===== src/rtl/flags_unit.sv =====
// Processor flags register {ie, n, z, c, v} with an ALU-driven update, explicit load, and a LIFO shadow stack for interrupts.
// Latency: inputs of cycle N are visible on flags/depth/stack_err in cycle N+1. All outputs are registered.
// Backpressure: none. Illegal stack operations are dropped and flagged with a one-cycle stack_err pulse.
// Ports:
//   clock, reset            : rising-edge clock and synchronous active-high reset
//   alu_valid, result       : ALU result qualifier and {carry_out, data}
//   a_msb, b_msb, is_sub    : operand sign bits and subtract select, used for overflow
//   load_en, load_value     : explicit write of the whole flags word
//   push, pop               : save/restore flags on interrupt entry/exit
//   flags, depth, stack_err : flags word, shadow stack occupancy, and illegal stack op pulse
module flags_unit #(
  parameter int WIDTH = 16,
  parameter int DEPTH = 4,
  localparam int PW = $clog2(DEPTH),
  localparam int DW = PW + 1
) (
  input  logic           clock,
  input  logic           reset,
  input  logic           alu_valid,
  input  logic [WIDTH:0] result,
  input  logic           a_msb,
  input  logic           b_msb,
  input  logic           is_sub,
  input  logic           load_en,
  input  logic [4:0]     load_value,
  input  logic           push,
  input  logic           pop,
  output logic [4:0]     flags,
  output logic [DW-1:0]  depth,
  output logic           stack_err
);

  logic [4:0]    stack [DEPTH];
  logic [3:0]    arith;
  logic [4:0]    next_flags;
  logic [DW-1:0] depth_m1;
  logic          full;
  logic          empty;
  logic          push_ok;
  logic          pop_ok;
  logic          err;
  logic          ovf;
  logic          same_sign;

  // The subtract overflow test uses the operand signs as presented, with b not inverted.
  assign same_sign = (a_msb == b_msb);
  assign ovf       = (is_sub ? !same_sign : same_sign) && (result[WIDTH-1] != a_msb);
  assign arith     = {result[WIDTH-1], (result[WIDTH-1:0] == '0), result[WIDTH], ovf};

  assign full     = (depth == DW'(DEPTH));
  assign empty    = (depth == '0);
  assign depth_m1 = depth - DW'(1);

  // A simultaneous push and pop cancel each other. Load and ALU updates still apply in that cycle.
  assign push_ok = push && !pop && !full;
  assign pop_ok  = pop && !push && !empty;
  assign err     = (push && pop) || (push && !pop && full) || (pop && !push && empty);

  always_comb begin
    next_flags = flags;
    if (pop_ok) begin
      next_flags = stack[depth_m1[PW-1:0]];
    end else begin
      if (load_en) begin
        next_flags = load_value;
      end else if (alu_valid) begin
        next_flags[3:0] = arith;
      end
      // Entering an interrupt disables interrupts unless a load in this cycle sets them again.
      if (push_ok && !(load_en && load_value[4])) begin
        next_flags[4] = 1'b0;
      end
    end
  end

  always_ff @(posedge clock) begin
    if (reset) begin
      flags     <= '0;
      depth     <= '0;
      stack_err <= 1'b0;
    end else begin
      flags     <= next_flags;
      stack_err <= err;
      if (push_ok) begin
        depth <= depth + DW'(1);
      end else if (pop_ok) begin
        depth <= depth_m1;
      end
    end
  end

  // The stack saves the flags value from before this cycle's update. Stack contents are not reset.
  always_ff @(posedge clock) begin
    if (!reset && push_ok) begin
      stack[depth[PW-1:0]] <= flags;
    end
  end

endmodule


===== config.mk =====
export PLATFORM = sky130hd
export DESIGN_NAME = flags_unit
export DESIGN_NICKNAME = d
export VERILOG_FILES = /design/src/rtl/flags_unit.sv
export SDC_FILE = /design/constraint.sdc
export NUM_CORES = 1
export LEC_CHECK = 0
export CORE_MARGIN = 10
export CORE_UTILIZATION = 42
export DETAILED_ROUTE_END_ITERATION = 7
export MAX_ROUTING_LAYER = met4
export PLACE_DENSITY = 0.75
export SYNTH_ARGS = -nofsm -noshare
export SYNTH_HDL_FRONTEND = slang
export SYNTH_SLANG_ARGS = --single-unit

===== constraint.sdc =====
create_clock -name clock -period 2.1 [get_ports clock]
set_clock_uncertainty 0.15 [all_clocks]
set_input_delay 0.42 -clock clock [delete_from_list [all_inputs] [get_ports clock]]
set_output_delay 0.42 -clock clock [all_outputs]
set_load 0.01 [all_outputs]

==> impl_results.md <==
* Slew HR at 80.5%
* Die Area at 5940 um2
* Syn Nets at 142
* Area Growth Syn to Fin at 41.2%
* CP required at 1.53 ns
* Tmin final at 1.96 ns
* Vias per inst at 5.06
* Initial core utilization at 44.5%
* Highest net fanout along the worst path at 6
* LEAKAGE at 0.710 nW
* Crit. End Element: primary output
* Fillers at 270
* Iter 0 DRT Violations at 24
* Maxcap violations at 0
* Die height at 77.1 um
* Register area share after synthesis at 57.0%
* Setup WS pre-CTS at -0.0103 ns
* Vias in the first global route at 1078
* Flops & latches, synth at 29
* R2r setup slk at 0.15 ns
* Setup slack after layout at 0.142 ns
* Post-CTS Setup Bufs at 0
* Post-CTS sizing at 0
* I/O pin cnt at 40
* Drt total wl at 3410 um
* Net Sw Frac at 24.6%
* CTS Root Cell: clkbuf_4
* Area share of the largest cell type after synthesis at 43.9%
* Multi-input logic area at 556 um2
* Synth warn at 0
* GRT Total Usage at 12.5%
* Post-detailed-route count of antenna-violating nets at 0
* Port bufs at 39
* Dominant cell by count in the synthesized netlist: edfxtp_1
* Routability cong. at 0.787
* Yosys cell types at 36
* Worst R2R Start: depth[1]$_SDFFE_PP0P_
* Die X at 77.1 um
* Fraction of registers with async set/reset at 0%
* Final setup viols at 0
* CP max stage cell: clkdlybuf4s50_1
* Grt total ovfl at 0
* Overall power at 1.32 mW
* Routed via count at 1012
* Sink Count at 29
* Largest net degree at the start of global routing at 11
* Share of layout cells above drive strength 1 at 18.6%
* Final cell count without fillers at 200
* Worst slew pin tran at 0.290 ns
* Max Freq at 511 MHz
* Leading area contributor after synthesis: edfxtp_1
* Power Density at 682 nW/um2
* Post-synth EDFFs at 20
* Synth top cells by count: edfxtp_1 (20), dfxtp_1 (9), nand2_1 (8)
* Hold Path Class: flop to flop
* Logic pwr share at 20.8%
* Crit-path max cell delay at 0.59 ns
* Mapped Area at 1370 um2
* Min-Delay Path Depth at 0
* Initial DRT Pass Iterations at 4
* Critical path arrival at 1.39 ns
* CTS clock-pin slew for the worst setup and hold paths at 0.09 ns
* CP delay by family, top: buffers and inverters
* CTS H-tree lvls at 2
* RSZ-0062 raised after global routing: no
* Setup crit start kind: flop
* Critical path buffer and inverter count at 1
* Dominant synthesized flop cell: edfxtp_1
* # nets final at 191
* Clock latency on the worst-skew pair at 0.32 ns
* # hold bufs at CTS at 0
* Wire per inst at 17.1 um
* Synth area leaders: edfxtp_1 (44%), dfxtp_1 (13%), mux4_2 (8.2%)
* CTS tree: built
* Core box area at 3080 um2
* Reg-to-reg critical path endpoint: depth[1]$_SDFFE_PP0P_
* Hold_sp: flags[0]$_SDFFE_PP0P_
* Peak supply drop at 0.338 mV
* Crit share post-route at 93.3%
* Row count at 20
* Status: complete, no violations
* R2R depth at 6
* Global-route wire length before repair at 5500 um
* NetSw at 0.324 mW
* CTS buffer count at 5
* Worst path cell trace: clkdlybuf4s50_1
* Final hold vios at 0
* Syn_area_per_cell at 12.9 um2
* Min-Delay Endpoint: stack[3][0]$_DFFE_PP_
* Clock share of power at 28.8%
* Initial antenna violation count at 0
* Cells after DPL at 192
* Post-route DRC at 0
* CTS max path bufs at 2
* Register area at 781 um2
* Reg power frac at 50.4%
* DPL Wire Length at 2780 um
* Post-Synthesis Cells at 106
* Antenna diode count at 0
* Internal at 0.995 mW
* Critical path type: flop to primary output
* Slew Limit Fails at 0
state kept, by name, summed over array words and instances, names as in the netlist:
name	flops
depth	3
flags	5
stack	20
stack_err	1
per-layer routing:
layer,up-vias,wire length (um),global-route usage (%)
met1,481,1410,13.1
met2,27,1790,20.9
met4,0,60,5.47
met5,-,0,-
li1,499,-,-
met3,5,153,4.55
kinds of logic after synthesis:
family | share of synthesized area [%]
adder cells (fa/ha/maj) | 4.57
AO/OA/AOI/OAI | 8.14
flip-flops | 57.0
XOR/XNOR | 0.640
AND/OR/NAND/NOR | 14.9
multiplexers | 12.1
buffers and inverters | 2.65
cell usage in the layout (no fill, tap or decap), drive strengths merged, types with 2 or more instances in the layout:
cell / count
clkdlybuf4s50: 38
edfxtp: 20
dfxtp: 9
buf: 9
nand2: 8
a21oi: 7
clkbuf: 7
nor2: 6
nor4: 6
mux4: 5
ha: 5
and2: 4
nor2b: 3
mux2i: 3
inv: 3
nand2b: 2
o21ai: 2
nor3b: 2
mux2: 2
power groups by stage:
stage | logic (mW) | clock network [mW] | registers [mW]
after floorplan | 0.132 | 0 | 0.678
after global placement | 0.272 | 0 | 0.678
after detailed placement | 0.276 | 0 | 0.679
after CTS | 0.277 | 0.394 | 0.666
after global routing | 0.299 | 0.425 | 0.669
final | 0.274 | 0.380 | 0.664
through the flow:
stage / util (%) / cell area (um2) / setup TNS (ns) / hold WS, ns
4_1_cts: 62.6 / 1930 / 0 / 0.416
3_5_place_dp: 60.3 / 1860 / -0.0511 / 0.405
5_1_grt: 62.8 / 1930 / 0 / 0.425
3_3_place_gp: 60.3 / 1860 / 0 / 0.393
6_report: 62.8 / 1930 / 0 / 0.412
2_1_floorplan: - / 1380 / 0 / 0.383
worst max-delay path by stage:
stage                     startpoint  cells after the start                    end
6_report       flags[2]$_SDFFE_PP0P_                      1               flags[2]
5_1_grt        depth[1]$_SDFFE_PP0P_                      6  stack[0][1]$_DFFE_PP_
4_1_cts        depth[0]$_SDFFE_PP0P_                      2               depth[0]
3_5_place_dp                     pop                      5  stack[2][0]$_DFFE_PP_
3_3_place_gp                     pop                      5  stack[2][4]$_DFFE_PP_
2_1_floorplan  depth[0]$_SDFFE_PP0P_                      8  depth[1]$_SDFFE_PP0P_
final cells by class:
cell class	count	area share (%)
timing repair buffer	48	23.8
inverter	3	0.583
sequential	29	40.4
clock buffer	7	3.37
clock inverter	1	0.259
multi-input combinational	68	28.7
tap	44	2.85
Power figures use the tool's default switching activity.
